<file path="config.mk">
export PLATFORM = sky130hd
export DESIGN_NAME = rv32v_decode_execute_stage
export DESIGN_NICKNAME = d
export VERILOG_FILES = /design/src/rtl/rv32v_decode_execute_stage.sv
export SDC_FILE = /design/constraint.sdc
export NUM_CORES = 1
export LEC_CHECK = 0
export CORE_AREA = 2 2 280 282
export DETAILED_ROUTE_END_ITERATION = 10
export DIE_AREA = 0 0 282 284
export HOLD_SLACK_MARGIN = 0.08
export PLACE_DENSITY = 0.69
export SETUP_SLACK_MARGIN = 0.1
export SKIP_CTS_REPAIR_TIMING = 1
export SYNTH_ARGS = -nofsm -noshare
export SYNTH_HDL_FRONTEND = slang
export SYNTH_HIERARCHICAL = 1
export SYNTH_SLANG_ARGS = --single-unit
</file>
<file path="constraint.sdc">
create_clock -name CLK -period 2.8 [get_ports CLK]
set_input_delay 0.84 -clock CLK [delete_from_list [all_inputs] [get_ports CLK]]
set_output_delay 0.84 -clock CLK [all_outputs]
set_load 0.01 [all_outputs]
</file>
<file path="src/rtl/rv32v_decode_execute_stage.sv">
// Registered decode->execute vector stage: main + skid register, valid/ready, flush, per-lane masking.
// Optional saturating back-pressure counter on port stall_cycles when RV32V_DE_STALL_CNT_EN is defined.

module rv32v_de_lane #(
  parameter int LANE_W = 128
) (
  input  logic              CLK,
  input  logic              nRST,
  input  logic [LANE_W-1:0] din,
  input  logic              en,
  input  logic              ld_m_in,
  input  logic              ld_m_skid,
  input  logic              ld_s,
  output logic [LANE_W-1:0] m_data,
  output logic              m_en
);
  logic [LANE_W-1:0] din_m, s_data;
  logic              s_en;

  // disabled lanes are zeroed at capture so execute never sees stale operands
  assign din_m = en ? din : '0;

  always_ff @(posedge CLK or negedge nRST) begin
    if (!nRST) begin
      m_data <= '0;
      m_en   <= 1'b0;
      s_data <= '0;
      s_en   <= 1'b0;
    end else begin
      if (ld_s) begin
        s_data <= din_m;
        s_en   <= en;
      end
      if (ld_m_skid) begin
        m_data <= s_data;
        m_en   <= s_en;
      end else if (ld_m_in) begin
        m_data <= din_m;
        m_en   <= en;
      end
    end
  end
endmodule

module rv32v_decode_execute_stage #(
  parameter int NUM_LANES = 2,
  parameter int LANE_W    = 128,
  parameter int CTRL_W    = 96
) (
  input  logic                        CLK,
  input  logic                        nRST,
  input  logic                        flush,
  input  logic                        dec_valid,
  output logic                        dec_ready,
  input  logic [CTRL_W-1:0]           dec_ctrl,
  input  logic [NUM_LANES*LANE_W-1:0] dec_lane_data,
  input  logic [NUM_LANES-1:0]        dec_lane_en,
  output logic                        ex_valid,
  input  logic                        ex_ready,
  output logic [CTRL_W-1:0]           ex_ctrl,
  output logic [NUM_LANES*LANE_W-1:0] ex_lane_data,
  output logic [NUM_LANES-1:0]        ex_lane_en,
  output logic [1:0]                  occupancy
`ifdef RV32V_DE_STALL_CNT_EN
  ,
  output logic [31:0]                 stall_cycles
`endif
);
  logic                          m_valid, s_valid;
  logic [CTRL_W-1:0]             s_ctrl;
  logic                          accept, m_free;
  logic                          ld_m_in, ld_m_skid, ld_s;
  logic [NUM_LANES-1:0][LANE_W-1:0] din_lanes, ex_lanes;

  // ready depends only on skid state and flush, never on ex_ready
  assign dec_ready = !s_valid && !flush;
  assign accept    = dec_valid && dec_ready;
  assign m_free    = !m_valid || ex_ready;

  assign ld_m_skid = !flush && m_free && s_valid;
  assign ld_m_in   = !flush && m_free && !s_valid && accept;
  assign ld_s      = !flush && !m_free && accept;

  assign ex_valid  = m_valid;
  assign occupancy = {1'b0, m_valid} + {1'b0, s_valid};

  always_ff @(posedge CLK or negedge nRST) begin
    if (!nRST) begin
      m_valid <= 1'b0;
      s_valid <= 1'b0;
    end else if (flush) begin
      m_valid <= 1'b0;
      s_valid <= 1'b0;
    end else if (m_free) begin
      m_valid <= s_valid || accept;
      s_valid <= 1'b0;
    end else begin
      s_valid <= s_valid || accept;
    end
  end

  always_ff @(posedge CLK or negedge nRST) begin
    if (!nRST) begin
      ex_ctrl <= '0;
      s_ctrl  <= '0;
    end else begin
      if (ld_s)           s_ctrl  <= dec_ctrl;
      if (ld_m_skid)      ex_ctrl <= s_ctrl;
      else if (ld_m_in)   ex_ctrl <= dec_ctrl;
    end
  end

  assign din_lanes    = dec_lane_data;
  assign ex_lane_data = ex_lanes;

  for (genvar i = 0; i < NUM_LANES; i++) begin : g_lane
    rv32v_de_lane #(.LANE_W(LANE_W)) u_lane (
      .CLK       (CLK),
      .nRST      (nRST),
      .din       (din_lanes[i]),
      .en        (dec_lane_en[i]),
      .ld_m_in   (ld_m_in),
      .ld_m_skid (ld_m_skid),
      .ld_s      (ld_s),
      .m_data    (ex_lanes[i]),
      .m_en      (ex_lane_en[i])
    );
  end

`ifdef RV32V_DE_STALL_CNT_EN
  logic [31:0] stall_cnt;

  always_ff @(posedge CLK or negedge nRST) begin
    if (!nRST)
      stall_cnt <= '0;
    else if (m_valid && !ex_ready && !flush && stall_cnt != 32'hFFFF_FFFF)
      stall_cnt <= stall_cnt + 32'd1;
  end

  assign stall_cycles = stall_cnt;
`endif
endmodule

</file>
==> reports/results.ini, run 1 <==
[run_status]
status = complete, no violations

[routing]
postRouteAntennaNets = 0
drt_first_pass_iters = 7
route.vias.total = 27152
detail_route.vias_per_cell = 5.47
detail_route.iter0.violations = 2114
drt_drc_violations_left = 0
post_drt_wl_per_cell_um = 20.6
totalWireLength_um = 102000

[clocking]
tritoncts = built
cts.htree.levels = 3
cts_max_path_bufs = 3
cts-root-buf = sky130_fd_sc_hd__clkbuf_16
cts-buffers-inserted = 78
clock_insertion_delay_worst_skew_ns = 0.61
cts.sinks = 710
cts.reportedPaths.clkPinSlew_ns = 0.06

[synth]
netlist-cell-type-count = 27
synth_seq_area_share_pct = 54.5
postSynthRegisterBits = 710
mappedNetlistArea_sq_mm = 0.0326
yosysWarningCount = 6
synthesis.instances = 3208
synth.avg_cell_area_sq_um = 10.2
synth_nets = 3568

[critical_path]
cp_slowest_stage_delay_ns = 0.53
critical_path.top_delay_family = flip-flops
worst_setup_path_start_kind = register
worst_r2r_path_depth = 5
arrival_time_reported_for_the_critical_path_endpoint_ns = 1.81
path_buf_inv = 1
timing.critical_path.fanout_max = 6
path_cells = ha_1 -> clkdlybuf4s50_1
critical_path_class = reg2out
register_to_register_setup_slack_ns = 0.62
worstReg2RegStart = s_valid$_DFF_PN0_
critPathSlowestCell = sky130_fd_sc_hd__dfrtp_4
critical_path_required_ns = 1.96
critical_path.reg2reg.endpoint = ex_ctrl[39]$_DFFE_PN0P_
crit_end_category = output pin

[placement]
gp_routability_congestion = 0.825
postPlaceCellArea_sq_mm = 0.0415
dpl.hpwl_um = 70000
io_buffer_count = 716

[worst_hold_path]
timing.hold.worst.class = in2async

[layout]
ratio_of_cells_with_drive_above_1_in_the_final_layout_pct = 9.84
area_growth_syn_to_layout_pct = 36.0
finish.net_count = 4208
most-common-layout-cells = sky130_fd_sc_hd__clkdlybuf4s50_1 (711), sky130_fd_sc_hd__dfrtp_1 (709), sky130_fd_sc_hd__nand3_1 (512)
most_frequent_standard_cell_in_the_layout_excluding_fill_and_tap_cells = sky130_fd_sc_hd__clkdlybuf4s50_1
fill_cells = 6445
post-route-cell-area_sq_mm = 0.0443

[power_and_ir_drop]
p_leak_uw = 0.0185
switching_power_uw = 8560
fin_total_pwr_uw = 31300
power.ir.vdd_worst_mv = 0.485
combinationalPowerShare_pct = 20.5
power_frac_clock_pct = 35.2
sequentialPowerShare_pct = 44.3
cellInternalPower_uw = 22700
fraction_of_power_spent_switching_nets_pct = 27.4
p_per_area_mw_per_mm2 = 705

[floorplan]
area_inside_the_core_boundary_sq_mm = 0.0770
rows = 102
fp.dieArea_sq_mm = 0.0801
initial_core_util_pct = 42.4
die-height_um = 284
die_w_um = 282
io_pins = 717

[timing]
timing.slew.headroom_pct = 59.9
worstMarginPinSlew_ns = 0.601
final.min_clock_period_ns = 2.65
timing.clock.skew_ns = 0.0313
final-max-slew-violation-count = 0
fin_crit_sh_pct = 94.5
rsz0062_at_grt = false
hold_violations = 0
timing.setup.tns_ns = 0
max_freq_ghz = 0.378
setup_viol = 0

[global_routing]
groute.usage.overall_pct = 25.1
grt_overflow = 0
grt_max_degree = 97
first_global_vias = 26693
grt_antenna_before_repair = 25
grt_first_pass_wirelength_um = 158000

[job]
cap_violations = 0

## kinds of logic after synthesis
| kind of cell | count (synthesis) | synth area share [%] |
|---|---|---|
| simple gates | 1132 | 19.7 |
| flops | 710 | 54.5 |
| fa+ha+maj | 1 | 0.0384 |
| compound gates | 707 | 14.8 |
| buf+inv | 558 | 7.50 |
| mux | 100 | 3.45 |
## power by group through the flow
stage                     Sequential, uW  Combinational [uW]  Clock, uW
after floorplan                    14000                2540          0
after global placement             13900                6290          0
after detailed placement           14000                6420          0
after CTS                          13800                6460      11300
after global routing               14100                6990      11700
final                              13900                6400      11000
## synth_stat cells
library cell,n,share of area (%)
sky130_fd_sc_hd__a21oi_1,1,0.015
sky130_fd_sc_hd__a221o_1,96,2.9
sky130_fd_sc_hd__a31oi_1,256,4.9
sky130_fd_sc_hd__a32o_1,96,2.9
sky130_fd_sc_hd__and3_1,1,0.019
sky130_fd_sc_hd__and3b_1,2,0.054
sky130_fd_sc_hd__buf_1,9,0.10
sky130_fd_sc_hd__buf_2,111,1.7
sky130_fd_sc_hd__buf_4,37,0.85
sky130_fd_sc_hd__buf_6,10,0.35
sky130_fd_sc_hd__clkbuf_1,132,1.5
sky130_fd_sc_hd__dfrtp_1,710,54
sky130_fd_sc_hd__ha_1,1,0.038
sky130_fd_sc_hd__inv_1,258,3.0
sky130_fd_sc_hd__inv_2,1,0.011
sky130_fd_sc_hd__mux2_1,3,0.10
sky130_fd_sc_hd__mux2_2,95,3.3
sky130_fd_sc_hd__mux2i_1,2,0.061
sky130_fd_sc_hd__nand2_1,3,0.035
sky130_fd_sc_hd__nand2b_1,258,4.9
sky130_fd_sc_hd__nand3_1,512,7.9
sky130_fd_sc_hd__nor2_1,3,0.035
sky130_fd_sc_hd__nor2b_1,351,6.7
sky130_fd_sc_hd__nor3_1,1,0.015
sky130_fd_sc_hd__nor3_4,1,0.050
sky130_fd_sc_hd__o21ai_0,256,3.9
sky130_fd_sc_hd__o21ai_1,2,0.031
## flip-flops by register name, indices dropped and copies added, names as in the netlist
register / flops
g_lane.u_lane/m_data: 256
g_lane.u_lane/s_en: 2
ex_ctrl: 96
g_lane.u_lane/m_en: 2
s_ctrl: 96
g_lane.u_lane/s_data: 256
s_valid: 1
ex_valid: 1
## layout make-up
type	count	area (sq um)	area share (%)
inverter	259	977	2.20
timing repair buffer	859	9040	20.4
antenna	14	35.0	0.0790
clock buffer	111	2320	5.22
multi-input combinational	1940	12400	28.0
clock inverter	32	468	1.06
sequential	710	17800	40.1
tap	1040	1300	2.93
## worst reg2reg max path: cells and delay by family (launching register included)
family          cells  cell delay (ns)
buf+inv             2             0.92
flops               1             0.47
compound gates      2             0.55
simple gates        1             0.10
## through the flow
stage	cells	setup WS [ns]	hold WS [ns]	util, %
2_1_floorplan	3208	0.167	0.455	-
5_1_grt	4964	0.105	0.107	57.6
6_report	4965	0.153	0.112	57.6
3_3_place_gp	4806	-0.0132	0.466	53.9
4_1_cts	4949	-0.0736	0.0885	57.6
3_5_place_dp	4806	-0.0279	0.478	53.9
## metal layers
layer | vias up | global-route usage, % | part of all wire [%]
met5 | - | 0 | 0.16
met4 | 22 | 11.0 | 3.9
met3 | 216 | 6.29 | 7.1
met2 | 896 | 40.0 | 48
met1 | 13537 | 32.2 | 41
li1 | 12481 | - | -
## worst max path at each step
stage,start,to,slack [ns],depth (start not counted)
global placement,flush,dec_ready,-0.01,3
global route,s_valid$_DFF_PN0_,occupancy[1],0.11,2
finish,s_valid$_DFF_PN0_,occupancy[1],0.15,2
CTS,s_valid$_DFF_PN0_,occupancy[0],-0.07,2
floorplan,ex_ready,g_lane[0].u_lane/m_en$_DFFE_PN0P_,0.17,9
detailed placement,flush,dec_ready,-0.03,3
No activity file was read; power rests on OpenSTA's default activity.
==> inputs of run 2 (changes only) <==
Settings changed: PLACE_DENSITY 0.69 to 0.79.
==> reports/results.ini, run 2 (synthesized netlist as in run 1, its figures left out) <==
[run_status]
status = complete, no violations  ; unchanged

[critical_path]
arrival_time_reported_for_the_critical_path_endpoint_ns = 1.68  ; was 1.81 ns
cp_slowest_stage_delay_ns = 0.59  ; was 0.53 ns
critical_path_required_ns = 1.96  ; about the same
critPathSlowestCell = sky130_fd_sc_hd__clkdlybuf4s50_1  ; was sky130_fd_sc_hd__dfrtp_4
timing.critical_path.fanout_max = 3  ; was 6
critical_path.top_delay_family = buffers and inverters  ; was flip-flops
critical_path_class = reg2out  ; unchanged
path_buf_inv = 1  ; unchanged
path_cells = clkdlybuf4s50_1  ; was ha_1 -> clkdlybuf4s50_1
worst_setup_path_start_kind = register  ; unchanged
crit_end_category = output pin  ; unchanged

[clocking]
cts.htree.levels = 3  ; unchanged
tritoncts = built  ; unchanged
cts.sinks = 710  ; unchanged
clock_insertion_delay_worst_skew_ns = 0.63  ; was 0.61 ns
cts-buffers-inserted = 78  ; unchanged
cts-root-buf = sky130_fd_sc_hd__clkbuf_16  ; unchanged
cts_max_path_bufs = 3  ; unchanged
cts.reportedPaths.clkPinSlew_ns = 0.06  ; about the same

[global_routing]
grt_util_met1_pct = 30.3  ; was 32.2%
grt_first_pass_wirelength_um = 155000  ; was 158,000 um
groute.usage.overall_pct = 24.2  ; was 25.1%
grt_overflow = 0  ; unchanged
first_global_vias = 27190  ; was 26,693
grt.busiest_layer = met2  ; unchanged
grtUsageMet3_pct = 6.45  ; was 6.29%
grt_util_met2_pct = 38.7  ; was 40.0%
grt_antenna_before_repair = 12  ; was 25
grt_max_degree = 97  ; unchanged

[layout]
finish.net_count = 4194  ; was 4,208
fill_cells = 6353  ; was 6,445
area_growth_syn_to_layout_pct = 35.0  ; was 36.0%
ratio_of_cells_with_drive_above_1_in_the_final_layout_pct = 9.31  ; was 9.84%
most-common-layout-cells = sky130_fd_sc_hd__clkdlybuf4s50_1 (709), sky130_fd_sc_hd__dfrtp_1 (708), sky130_fd_sc_hd__nand3_1 (512)  ; was sky130_fd_sc_hd__clkdlybuf4s50_1 (711), sky130_fd_sc_hd__dfrtp_1 (709), sky130_fd_sc_hd__nand3_1 (512)
most_frequent_standard_cell_in_the_layout_excluding_fill_and_tap_cells = sky130_fd_sc_hd__clkdlybuf4s50_1  ; unchanged
final-instance-count-excl-fill = 4947  ; was 4,965
layout_top_registers = g_lane.u_lane/m_data (256), g_lane.u_lane/s_data (256)  ; unchanged

[timing]
worstMarginPinSlew_ns = 0.615  ; was 0.601 ns
max_freq_ghz = 0.396  ; was 0.378 GHz
final.min_clock_period_ns = 2.52  ; was 2.65 ns
rsz0062_at_grt = false  ; unchanged
hold_violations = 0  ; unchanged
final-max-slew-violation-count = 0  ; unchanged
fin_crit_sh_pct = 90.1  ; was 94.5%
timing.clock.skew_ns = 0.0396  ; was 0.0313 ns
timing.slew.headroom_pct = 59.0  ; was 59.9%
fin_worst_hold_slack_ns = 0.138  ; was 0.112 ns
setup_viol = 0  ; unchanged
post-route-worst-setup-slack_ns = 0.278  ; was 0.153 ns

[routing]
detail_route.iter0.violations = 2447  ; was 2,114
postRouteAntennaNets = 0  ; unchanged
route.vias.total = 27468  ; was 27,152
drt_drc_violations_left = 0  ; unchanged
totalWireLength_um = 99400  ; was 102,000 um
post_drt_wl_per_cell_um = 20.1  ; was 20.6 um
drt_first_pass_iters = 6  ; was 7
detail_route.vias_per_cell = 5.55  ; was 5.47

[power_and_ir_drop]
p_per_area_mw_per_mm2 = 699  ; was 705 mW/mm^2
p_leak_uw = 0.0184  ; was 0.0185 uW
power.ir.vdd_worst_mv = 0.599  ; was 0.485 mV

[floorplan]
area_inside_the_core_boundary_sq_mm = 0.0770  ; unchanged
io_pins = 717  ; unchanged
rows = 102  ; unchanged
fp.dieArea_sq_mm = 0.0801  ; unchanged
initial_core_util_pct = 42.4  ; unchanged
die_w_um = 282  ; unchanged
die-height_um = 284  ; unchanged

[placement]
gp_routability_congestion = 0.844  ; was 0.825
placedCellCount = 4794  ; was 4,806
io_buffer_count = 716  ; unchanged
dpl.hpwl_um = 67700  ; was 70,000 um
detailedPlace.worstSlack_ns = -0.0255  ; was -0.0279 ns

[worst_hold_path]
timing.hold.worst.class = in2async  ; unchanged

[job]
cap_violations = 0  ; unchanged

-- run 2: report_power, final --
| part | total [uW] | internal (uW) | switching (uW) |
|---|---|---|---|
| registers | 13900 | 12400 | 1450 |
| logic | 6380 | 3550 | 2830 |
| clock network | 10500 | 6130 | 4390 |
| total | 30800 | 22100 | 8670 |
-- run 2: worst paths after layout --
check	from	end	slack, ns	cells past startpoint
worst min-delay path	nRST	s_ctrl[57]$_DFFE_PN0P_	0.14	1
min in group CLK	s_ctrl[67]$_DFFE_PN0P_	s_ctrl[67]$_DFFE_PN0P_	0.49	1
worst max-delay path	ex_ctrl[39]$_DFFE_PN0P_	ex_ctrl[39]	0.28	1
worst min register to register	s_ctrl[67]$_DFFE_PN0P_	s_ctrl[67]$_DFFE_PN0P_	0.49	1
worst max register to register	s_valid$_DFF_PN0_	g_lane[1].u_lane/s_data[84]$_DFFE_PN0P_	0.53	8
max in group asynchronous	nRST	g_lane[0].u_lane/m_data[92]$_DFFE_PN0P_	1.72	3
-- run 2: per-layer routing --
| metal | wire, um | part of all wire, % |
|---|---|---|
| met1 | 39300 | 40 |
| met2 | 47200 | 48 |
| met3 | 8080 | 8.1 |
| met4 | 4720 | 4.8 |
| met5 | 38 | 0.038 |
-- run 2: layout make-up --
class / instances / area [sq um] / area share, %
inverter: 259 / 977 / 2.22
clock buffer: 117 / 2300 / 5.22
tap: 1040 / 1300 / 2.96
multi-input combinational: 1940 / 12400 / 28.2
sequential: 710 / 17800 / 40.4
timing repair buffer: 845 / 8850 / 20.1
antenna: 9 / 22.5 / 0.0511
clock inverter: 27 / 370 / 0.841
-- run 2: metrics by stage --
stage	TNS, ns	area, sq um	util [%]	total power, uW
after floorplan	0	32600	-	16600
after CTS	-0.0852	44000	57.2	31000
after global routing	0	44000	57.2	32200
final	0	44000	57.2	30800
after detailed placement	-0.0277	41300	53.7	20400
after global placement	-0.0139	41300	53.7	20100
